===== src/rtl/solver_limb_multiplier.sv =====
// Limb-serial signed multi-precision fixed-point multiplier; the result streams out LSB limb first.
// Build with SOLVER_MULT_SQUARE_EN defined to enable the squaring mode selected by C_square.
module solver_limb_multiplier #(
  parameter int LIMB_INDEX_BITS = 6,
  parameter int LIMB_SIZE_BITS  = 8,
  parameter int NUM_LIMBS       = 3
) (
  input  logic                       clock,
  input  logic                       reset,
  input  logic                       C_ld_a_en,
  input  logic                       C_ld_b_en,
  input  logic [LIMB_INDEX_BITS-1:0] C_ld_ind,
  input  logic [LIMB_SIZE_BITS-1:0]  C_ld_limb,
  input  logic                       C_start,
  input  logic                       C_square,
  output logic                       busy,
  output logic [LIMB_SIZE_BITS-1:0]  out_limb,
  output logic [LIMB_INDEX_BITS-1:0] out_ind,
  output logic                       out_valid,
  input  logic                       out_ready,
  output logic                       out_last,
  output logic                       overflow
);
  localparam int L  = LIMB_SIZE_BITS;
  localparam int N  = NUM_LIMBS;
  localparam int IW = LIMB_INDEX_BITS;
  localparam int NW = $clog2(N);
  localparam int SW = $clog2(2*N-1);
  localparam int AW = 2*L + $clog2(N) + 2;

  typedef enum logic [2:0] {S_IDLE, S_NEG_A, S_NEG_B, S_MAC, S_COL} state_e;

  state_e        state_q, state_d;
  logic [L-1:0]  a_q [N];
  logic [L-1:0]  a_d [N];
  logic [L-1:0]  b_q [N];
  logic [L-1:0]  b_d [N];
  logic [SW-1:0] s_q, s_d;
  logic [NW-1:0] i_q, i_d, k_q, k_d;
  logic [AW-1:0] acc_q, acc_d;
  logic          neg_q, neg_d, neg_b_q, neg_b_d;
  logic          cin_q, cin_d, ncarry_q, ncarry_d;

  logic          start_go, ld_ok, sign_a, sign_b, square_req, emit;
  logic [NW-1:0] ld_idx, j_idx, i_hi;
  logic [L-1:0]  mul_b, digit, neg_src;
  logic [2*L-1:0] prod;
  logic [2*L:0]  mac_term;
  logic [L:0]    neg_sum_op, neg_sum_out;

  assign start_go = (state_q == S_IDLE) && C_start && !C_ld_a_en && !C_ld_b_en;
  assign ld_ok    = C_ld_ind < IW'(N);
  assign ld_idx   = C_ld_ind[NW-1:0];
  assign sign_a   = a_q[0][L-1];
  assign sign_b   = square_req ? sign_a : b_q[0][L-1];
  assign j_idx    = NW'(s_q - SW'(i_q));

`ifdef SOLVER_MULT_SQUARE_EN
  logic square_q;
  assign square_req = C_square;
  assign mul_b      = square_q ? a_q[j_idx] : b_q[j_idx];
  assign i_hi       = square_q ? NW'(s_q >> 1)
                               : ((s_q > SW'(N-1)) ? NW'(N-1) : NW'(s_q));
  // Off-diagonal pairs are visited once, so they carry twice the weight.
  assign mac_term   = (square_q && (i_q != j_idx)) ? {prod, 1'b0} : {1'b0, prod};

  always_ff @(posedge clock) begin
    if (reset)         square_q <= 1'b0;
    else if (start_go) square_q <= C_square;
  end
`else
  logic unused_square;
  assign unused_square = C_square;
  assign square_req    = 1'b0;
  assign mul_b         = b_q[j_idx];
  assign i_hi          = (s_q > SW'(N-1)) ? NW'(N-1) : NW'(s_q);
  assign mac_term      = {1'b0, prod};
`endif

  assign prod        = (2*L)'(a_q[i_q]) * (2*L)'(mul_b);
  assign neg_src     = (state_q == S_NEG_A) ? a_q[k_q] : b_q[k_q];
  assign neg_sum_op  = {1'b0, ~neg_src} + (L+1)'(ncarry_q);
  assign digit       = acc_q[L-1:0];
  assign neg_sum_out = {1'b0, ~digit} + (L+1)'(cin_q);
  assign emit        = (state_q == S_COL) && (s_q <= SW'(N-1));

  assign busy      = state_q != S_IDLE;
  assign out_valid = emit;
  assign out_limb  = emit ? (neg_q ? neg_sum_out[L-1:0] : digit) : '0;
  assign out_ind   = emit ? IW'(s_q) : '0;
  assign out_last  = emit && (s_q == '0);
  assign overflow  = out_last && ((acc_q[AW-1:L] != '0) || digit[L-1]);

  // First pair (lowest i) of column s.
  function automatic logic [NW-1:0] lo_of(input logic [SW-1:0] s);
    return (s > SW'(N-1)) ? NW'(s - SW'(N-1)) : '0;
  endfunction

  always_comb begin
    // NOTE: every _d starts from its _q value, so no path through this block can infer a latch.
    state_d  = state_q;
    a_d      = a_q;
    b_d      = b_q;
    s_d      = s_q;
    i_d      = i_q;
    k_d      = k_q;
    acc_d    = acc_q;
    neg_d    = neg_q;
    neg_b_d  = neg_b_q;
    cin_d    = cin_q;
    ncarry_d = ncarry_q;
    case (state_q)
      S_IDLE: begin
        if (ld_ok && C_ld_a_en) a_d[ld_idx] = C_ld_limb;
        if (ld_ok && C_ld_b_en) b_d[ld_idx] = C_ld_limb;
        if (start_go) begin
          neg_d    = sign_a ^ sign_b;
          neg_b_d  = sign_b & ~square_req;
          s_d      = SW'(2*N-2);
          i_d      = NW'(N-1);
          k_d      = NW'(N-1);
          acc_d    = '0;
          cin_d    = 1'b1;
          ncarry_d = 1'b1;
          if (sign_a)                     state_d = S_NEG_A;
          else if (sign_b && !square_req) state_d = S_NEG_B;
          else                            state_d = S_MAC;
        end
      end
      S_NEG_A, S_NEG_B: begin
        if (state_q == S_NEG_A) a_d[k_q] = neg_sum_op[L-1:0];
        else                    b_d[k_q] = neg_sum_op[L-1:0];
        ncarry_d = neg_sum_op[L];
        if (k_q == '0) begin
          k_d      = NW'(N-1);
          ncarry_d = 1'b1;
          state_d  = (state_q == S_NEG_A && neg_b_q) ? S_NEG_B : S_MAC;
        end else begin
          k_d = k_q - NW'(1);
        end
      end
      S_MAC: begin
        acc_d = acc_q + AW'(mac_term);
        if (i_q == i_hi) state_d = S_COL;
        else             i_d = i_q + NW'(1);
      end
      S_COL: begin
        // Discarded low columns advance unconditionally; emitted ones wait for the consumer.
        if (!emit || out_ready) begin
          acc_d = acc_q >> L;
          if (emit) cin_d = neg_sum_out[L];
          if (s_q == '0) begin
            state_d = S_IDLE;
          end else begin
            s_d     = s_q - SW'(1);
            i_d     = lo_of(s_q - SW'(1));
            state_d = S_MAC;
          end
        end
      end
      default: state_d = S_IDLE;
    endcase
  end

  // NOTE: sequential state uses non-blocking assignments so every register samples pre-edge values.
  always_ff @(posedge clock) begin
    if (reset) begin
      state_q <= S_IDLE;
      // NOTE: the operand limbs are plain registers and must come up cleared, so they take reset.
      for (int n = 0; n < N; n++) begin
        a_q[n] <= '0;
        b_q[n] <= '0;
      end
      s_q      <= '0;
      i_q      <= '0;
      k_q      <= '0;
      acc_q    <= '0;
      neg_q    <= 1'b0;
      neg_b_q  <= 1'b0;
      cin_q    <= 1'b0;
      ncarry_q <= 1'b0;
    end else begin
      state_q  <= state_d;
      a_q      <= a_d;
      b_q      <= b_d;
      s_q      <= s_d;
      i_q      <= i_d;
      k_q      <= k_d;
      acc_q    <= acc_d;
      neg_q    <= neg_d;
      neg_b_q  <= neg_b_d;
      cin_q    <= cin_d;
      ncarry_q <= ncarry_d;
    end
  end

endmodule


===== config.mk =====
export PLATFORM = sky130hd
export DESIGN_NAME = solver_limb_multiplier
export DESIGN_NICKNAME = d
export VERILOG_FILES = /design/src/rtl/solver_limb_multiplier.sv
export SDC_FILE = /design/constraint.sdc
export NUM_CORES = 1
export LEC_CHECK = 0
export CAP_MARGIN = 10
export CORE_MARGIN = 2
export CORE_UTILIZATION = 45
export CTS_CLUSTER_DIAMETER = 150
export DETAILED_ROUTE_END_ITERATION = 6
export HOLD_SLACK_MARGIN = 0.15
export PLACE_DENSITY = 0.68
export SYNTH_ARGS = -nofsm -noshare
export SYNTH_HDL_FRONTEND = slang
export SYNTH_SLANG_ARGS = --single-unit

===== constraint.sdc =====
create_clock -name clock -period 5.8 [get_ports clock]
set_clock_uncertainty 0.05 [all_clocks]
set_input_delay 1.45 -clock clock [delete_from_list [all_inputs] [get_ports clock]]
set_output_delay 1.45 -clock clock [all_outputs]
set_load 0.1 [all_outputs]

==> key figures <==
Worst setup path
  • Crit path launch: s_q[0]$_SDFFE_PP0P_
  • Slowest Stage Delay on Critical Path: about 0.53 ns
  • Cell depth of the worst flop-to-flop path: 27
  • RR Endpoint: acc_q[16]$_SDFFE_PP0P_
  • Worst setup SP type: flip-flop
  • Most used cell, CP: fa_1
  • R2R Setup Slk: approximately 0.23 ns
  • Crit path capture type: flip-flop
  • Worst setup endpoint: acc_q[16]$_SDFFE_PP0P_
  • Slowest stage cell, crit path: fa_1
  • CP max FO: 6
  • R2R Path Start: s_q[0]$_SDFFE_PP0P_
  • Worst Setup Path Type: flip-flop to flip-flop
  • CP required: around 6.0 ns
  • WP data arrival: 5.76 ns

STA
  • Tcrit/Tclk final: 96.1%
  • Fmax: between 150 and 200 MHz
  • Max-slew violation count: 0
  • Final hold viol count: 0
  • Relative slew margins: between 20% and 30%
  • Setup-failing EPs final: 0
  • Worst slew pin tran: 1.16 ns
  • Tmin final: around 5.6 ns
  • Worst setup margin: 0.229 ns

Logic synthesis
  • Dominant cell by count in the synthesized netlist: nor2_1
  • Yosys reg bits: 82
  • Ys flop type: dfxtp_1
  • Post-synth top area share: 21.8%
  • Synthesized cell area: 7520 um2
  • Area contributors post-synth: dfxtp_1 22%, fa_1 13%, ha_1 9.2%, nor2_1 6.8%, inv_1 5.6%
  • Mapped Avg Cell Area: around 8.4 um2
  • Synth warnings: 0
  • Synth area leader: dfxtp_1
  • EDFF count, synth: 0
  • Synth unique cells: roughly 70
  • Sequential share of the synthesized area: between 20% and 30%
  • Synth Instances: between 800 and 900
  • Synth top cells by count: 137 x nor2_1, 113 x inv_1, 82 x dfxtp_1
  • Async S/R FF share, synth: 0%

Final layout
  • Final nets: roughly 1100
  • Area delta synth->final: 17.7%
  • Fin area: 8850 um2
  • N_diodes: 0
  • Fin util: a little over half
  • Layout cells sized above 1: 14.2%

Clocking
  • CTS Root Cell: clkbuf_16
  • Num Clock Sinks: 82
  • Clock buffer depth: 2
  • CTS buffer count: 9
  • Clock latency on the worst-skew pair: ~0.35 ns
  • TritonCTS clock tree: yes
  • Clk slew on worst S/H paths: roughly 0.07 ns
  • H-tree Lvls: 3

GRT
  • Number of global-route vias before repair: roughly 6400
  • Global-route wire length before repair: 32100 um
  • Antenna violations before repair: 0
  • Aggregate global-route resource usage: between 20% and 30%
  • Grt total ovfl: 0
  • Largest net degree at the start of global routing: 66

Power and ir drop
  • LEAKAGE: between 3 and 4 nW
  • VDD IR-drop max: between 0.2 and 0.25 mV
  • PwrDens: between 300 and 400 nW/um2
  • Final Power: 0.00329 W

Placed design
  • Pre-CTS setup slack: -0.200 ns
  • Port bufs: 33
  • GP Congestion: slightly above 0.9
  • Placed cell areas: between 8000 and 9000 um2
  • DP HPWL: 14600 um

Detailed routing
  • Iteration-0 DRC Markers: about 410
  • Drt via density: 5.42
  • First-pass detailed-route iteration total: 5
  • Routed via count: 6436
  • Remaining DRCs: 0
  • Final ANT Viol Nets: 0
  • DR WL/cell: approximately 16 um
  • Routed WL: between 15000 and 20000 um

Floorplanning
  • Area of the core: between 15000 and 20000 um2
  • IO Count: 39
  • Cell Rows: 47
  • Starting Density: between 40% and 50%
  • Die W: ~130 um
  • Die Span Y: 133 um
  • Full die area: between 15000 and 20000 um2

Run status
  • Status: complete, no violations

Hold path
  • Hold Path Class: flip-flop to flip-flop
  • Worst hold start: acc_q[5]$_SDFFE_PP0P_

Job
  • Max-Cap Viols: 0
[placed cells by master (no fill, tap or decap), types with 7 or more instances in the layout]
cell type        synthesis  layout
fa_1                    50      50
a311oi_1                13      12
nand2b_1                23      23
nor3_1                  13      12
nor2b_1                 23      21
clkbuf_16                0       9
mux2i_1                 33      32
a21o_1                   7       7
nand2_1                 43      43
ha_1                    55      50
a22o_1                   8       7
a31oi_1                  8       8
inv_1                  113     112
and2_1                   8       8
dfxtp_1                 82      81
o21ai_0                 19      15
o21ai_1                  4       8
nor2_1                 137     137
xnor2_1                 20      19
a211oi_1                48      48
a22oi_1                 17      17
buf_4                    6      60
clkdlybuf4s50_1          0      29
a21oi_1                 30      25
o21a_1                   8       8
[through the flow]
stage | hold WS (ns) | TNS (ns) | cells
after CTS | 0.448 | 0 | 1182
after global routing | 0.463 | -0.0510 | 1187
final | 0.455 | 0 | 1187
after detailed placement | 0.441 | -1.55 | 1163
after global placement | 0.431 | -1.14 | 1163
after floorplan | 0.409 | 0 | 901
[state kept, by name (all words and copies together), names as in the netlist]
| register | count |
|---|---|
| a_q | 24 |
| b_q | 24 |
| acc_q | 20 |
| s_q | 3 |
| state_q | 3 |
| i_q | 2 |
| k_q | 2 |
| cin_q | 1 |
| ncarry_q | 1 |
| neg_b_q | 1 |
| neg_q | 1 |
[worst min-delay path by stage]
stage | endpoint | slack (ns) | cells past startpoint
final | acc_q[5]$_SDFFE_PP0P_ | 0.46 | 2
after global routing | acc_q[5]$_SDFFE_PP0P_ | 0.46 | 2
after CTS | acc_q[5]$_SDFFE_PP0P_ | 0.45 | 2
after detailed placement | acc_q[5]$_SDFFE_PP0P_ | 0.44 | 2
after global placement | acc_q[5]$_SDFFE_PP0P_ | 0.43 | 2
after floorplan | acc_q[5]$_SDFFE_PP0P_ | 0.41 | 2
[layer usage]
layer	GRT usage, %	vias up	part of all wire [%]
met4	5.14	0	1.4
met3	3.92	20	4.4
met2	38.1	150	48
met1	29.6	3057	46
met5	0	-	0
li1	-	3209	-
[logic make-up (layout without fill, tap and decap cells)]
| group | after synthesis | in the layout | share of synthesized area (%) |
|---|---|---|---|
| and+or+nand+nor | 291 | 291 | 18.7 |
| muxes | 42 | 42 | 6.69 |
| DFF | 82 | 82 | 21.8 |
| buffers and inverters | 157 | 223 | 8.59 |
| AOI/OAI and AO/OA | 193 | 193 | 18.3 |
| adders and majority gates | 105 | 105 | 22.5 |
| xor gates and xnor gates | 27 | 27 | 3.35 |
| other | 1 | 4 | 0.0499 |
[report_power, final]
part	total (W)	internal, W	switching (W)	leakage (nW)
clock	0.000599	0.000346	0.000253	0.145
sequential	0.000853	0.000691	0.000162	0.667
combinational	0.00184	0.000771	0.00106	2.88
total	0.00329	0.00181	0.00148	3.69
[worst max-delay path: cells and delay by family (launching register included)]
family / cells / cell delay (ns)
AO/OA/AOI/OAI: 7 / 1.09
XOR/XNOR: 3 / 0.43
buffers and inverters: 8 / 0.75
multiplexers: 1 / 0.12
flip-flops: 1 / 0.34
AND/OR/NAND/NOR: 2 / 0.30
adder cells (fa/ha/maj): 6 / 2.36
[cell type report]
type | instances | area [um2]
multi-input combinational | 662 | 5400
clock inverter | 5 | 63.8
tap | 220 | 275
fill | 1559 | 7620
clock buffer | 10 | 239
timing repair buffer | 94 | 800
inverter | 114 | 428
sequential | 82 | 1640
[timing repair]
| action | 4_1_cts | 5_1_grt |
|---|---|---|
| setup endpoints to repair | 11 | 12 |
| pin swaps | 1 | 21 |
| gates resized for setup | 6 | 28 |
| hold buffers | 0 | 0 |
| setup buffers | 4 | 4 |
(Power assumes the default switching activity.)
==> patch: new RTL, same flow settings <==
The option `SOLVER_MULT_SQUARE_EN` is turned on by a define.
--- a/src/rtl/solver_limb_multiplier.sv
+++ b/src/rtl/solver_limb_multiplier.sv
@@ -2,2 +2,4 @@
 // Build with SOLVER_MULT_SQUARE_EN defined to enable the squaring mode selected by C_square.
+`define SOLVER_MULT_SQUARE_EN
+
 module solver_limb_multiplier #(
Formal check against the unedited RTL: not equivalent (a bounded check fails within 10 cycles, from zero or initial values and one cycle with reset high).
==> patch against the original RTL <==
- the run now ends with negative setup slack left
- worst setup slack got worse by 1400 ps
- sequential power fell by 2%
- critical endpoint is now acc_q[18]
- synthesized cell count rose by 9.8%
- via count rose by 20%
- wire length rose by 19%
- clock power fell by 6.2%
- area after synthesis rose by 6.0%
- final area rose by 18%
- power rose by 3.3%
- critical path depth rose by 3
- final cell count rose by 16%
- sequential cell count rose by 1
==> patch: results (changes against the original RTL) <==
[grt]
use_met1 = 0.3259  ; was 0.2964
grt_use_met3 = 0.03444  ; was 0.03919
grt_pass1_vias = 7490  ; was 6387
met2_usage = 0.4187  ; was 0.3814
track_usage = 0.2465  ; was 0.2232

[status]
status = finished, violations left  ; was finished, final reports clean
violations = negative setup slack

[final_layout]
clkCellAreaFrac = 0.02690  ; was 0.03421
nFillCells = 1521  ; was 1559
bufAreaShareNonClock = 0.1551  ; was 0.09034
nNetsFinal = 1269  ; was 1089
layout-drive-gt1-share = 0.2591  ; was 0.1417
num-clock-buffers = 9  ; was 10
sh_seq_area = 0.1593  ; was 0.1856
multi_input_area_share = 0.6023  ; was 0.6103

[drt]
drt_first_iter_violations = 485  ; was 411
viasPerCell = 5.615  ; was 5.422
wirelength_um = 22390  ; was 18870 µm

[clock_tree]
cts_resized = 43  ; was 6
cts.sinks = 83  ; was 82
postCtsSetupBuffers = 16  ; was 4

[sta]
setup_slack_ps = -1160  ; was 229.0 ps
max_slew.worst_pin.slew_ps = 1102  ; was 1155 ps
setup_viol = 13  ; was 0

[min_path]
hp-start = ncarry_q  ; was acc_q[5]

[placement]
place.gp.congestion = 0.8704  ; was 0.9067
dpl.hpwl_um = 17110  ; was 14620 µm

[synthesis]
ys_types = 66  ; was 72
yosys-top-cells-count = 153 x nor2_1, 83 x dfxtp_1, 81 x a21oi_1  ; was 137 x nor2_1, 113 x inv_1, 82 x dfxtp_1

[critical_path]
critPathCapture = acc_q[18]  ; was acc_q[16]
ff2ff_path_depth = 30  ; was 27
critPathMaxFanout = 3  ; was 6
crit_slowest_cell = mux4_2  ; was fa_1
critical_path_arrival_ps = 7160  ; was 5760 ps

[power]
p_leak_nw = 4.465  ; was 3.688 nW

[patch: cell count changes after synthesis, sizes merged, moves of 13 or more]
cell	change
nor2	+14
a21oi	+51
fa	-13
a211oi	-26
inv	-33
o21ai	+36
[patch: cell families (layout without fill, tap and decap cells)]
logic type,count (synthesis),count (layout),share of synthesized area
adder cells (fa/ha/maj),103,103,0.1966
AO/OA/AOI/OAI,255,255,0.2021
buffers and inverters,132,293,0.06691
XOR/XNOR,45,45,0.05136
AND/OR/NAND/NOR,315,315,0.1817
multiplexers,52,52,0.09219
other,1,4,0.0004707
flip-flops,83,83,0.2086
[patch: worst min path at each step]
stage / endpoint / cells after the start / slack [ps]
detailed placement: ncarry_q / 2 / 440
global placement: neg_b_q / 2 / 440
finish: ncarry_q / 2 / 450
global route: ncarry_q / 2 / 490
CTS: ncarry_q / 2 / 450
floorplan: neg_b_q / 2 / 410
[patch: report_power, final]
part	internal, mW	switching, mW	total, mW
Sequential	0.695	0.141	0.836
Clock	0.296	0.266	0.562
Combinational	0.892	1.11	2.00
Total	1.88	1.51	3.40
[patch: stage by stage]
stage / power [mW] / cell area (µm²) / instances / utilization / setup TNS (ps)
after global routing: 3.633 / 10470 / 1375 / 0.6050 / -12910
after global placement: 2.687 / 9708 / 1343 / 0.5613 / -7812
final: 3.398 / 10470 / 1375 / 0.6050 / -9632
after floorplan: 2.070 / 8198 / 989 / - / -5409
after detailed placement: 2.712 / 9708 / 1343 / 0.5613 / -9549
after CTS: 3.355 / 10290 / 1373 / 0.5951 / -9290
[patch: layer usage]
| layer | wire length (µm) | vias to the layer above |
|---|---|---|
| li1 | - | 3790 |
| met1 | 10010 | 3669 |
| met2 | 10800 | 232 |
| met3 | 1188 | 30 |
| met4 | 388 | 0 |
| met5 | 0 | - |
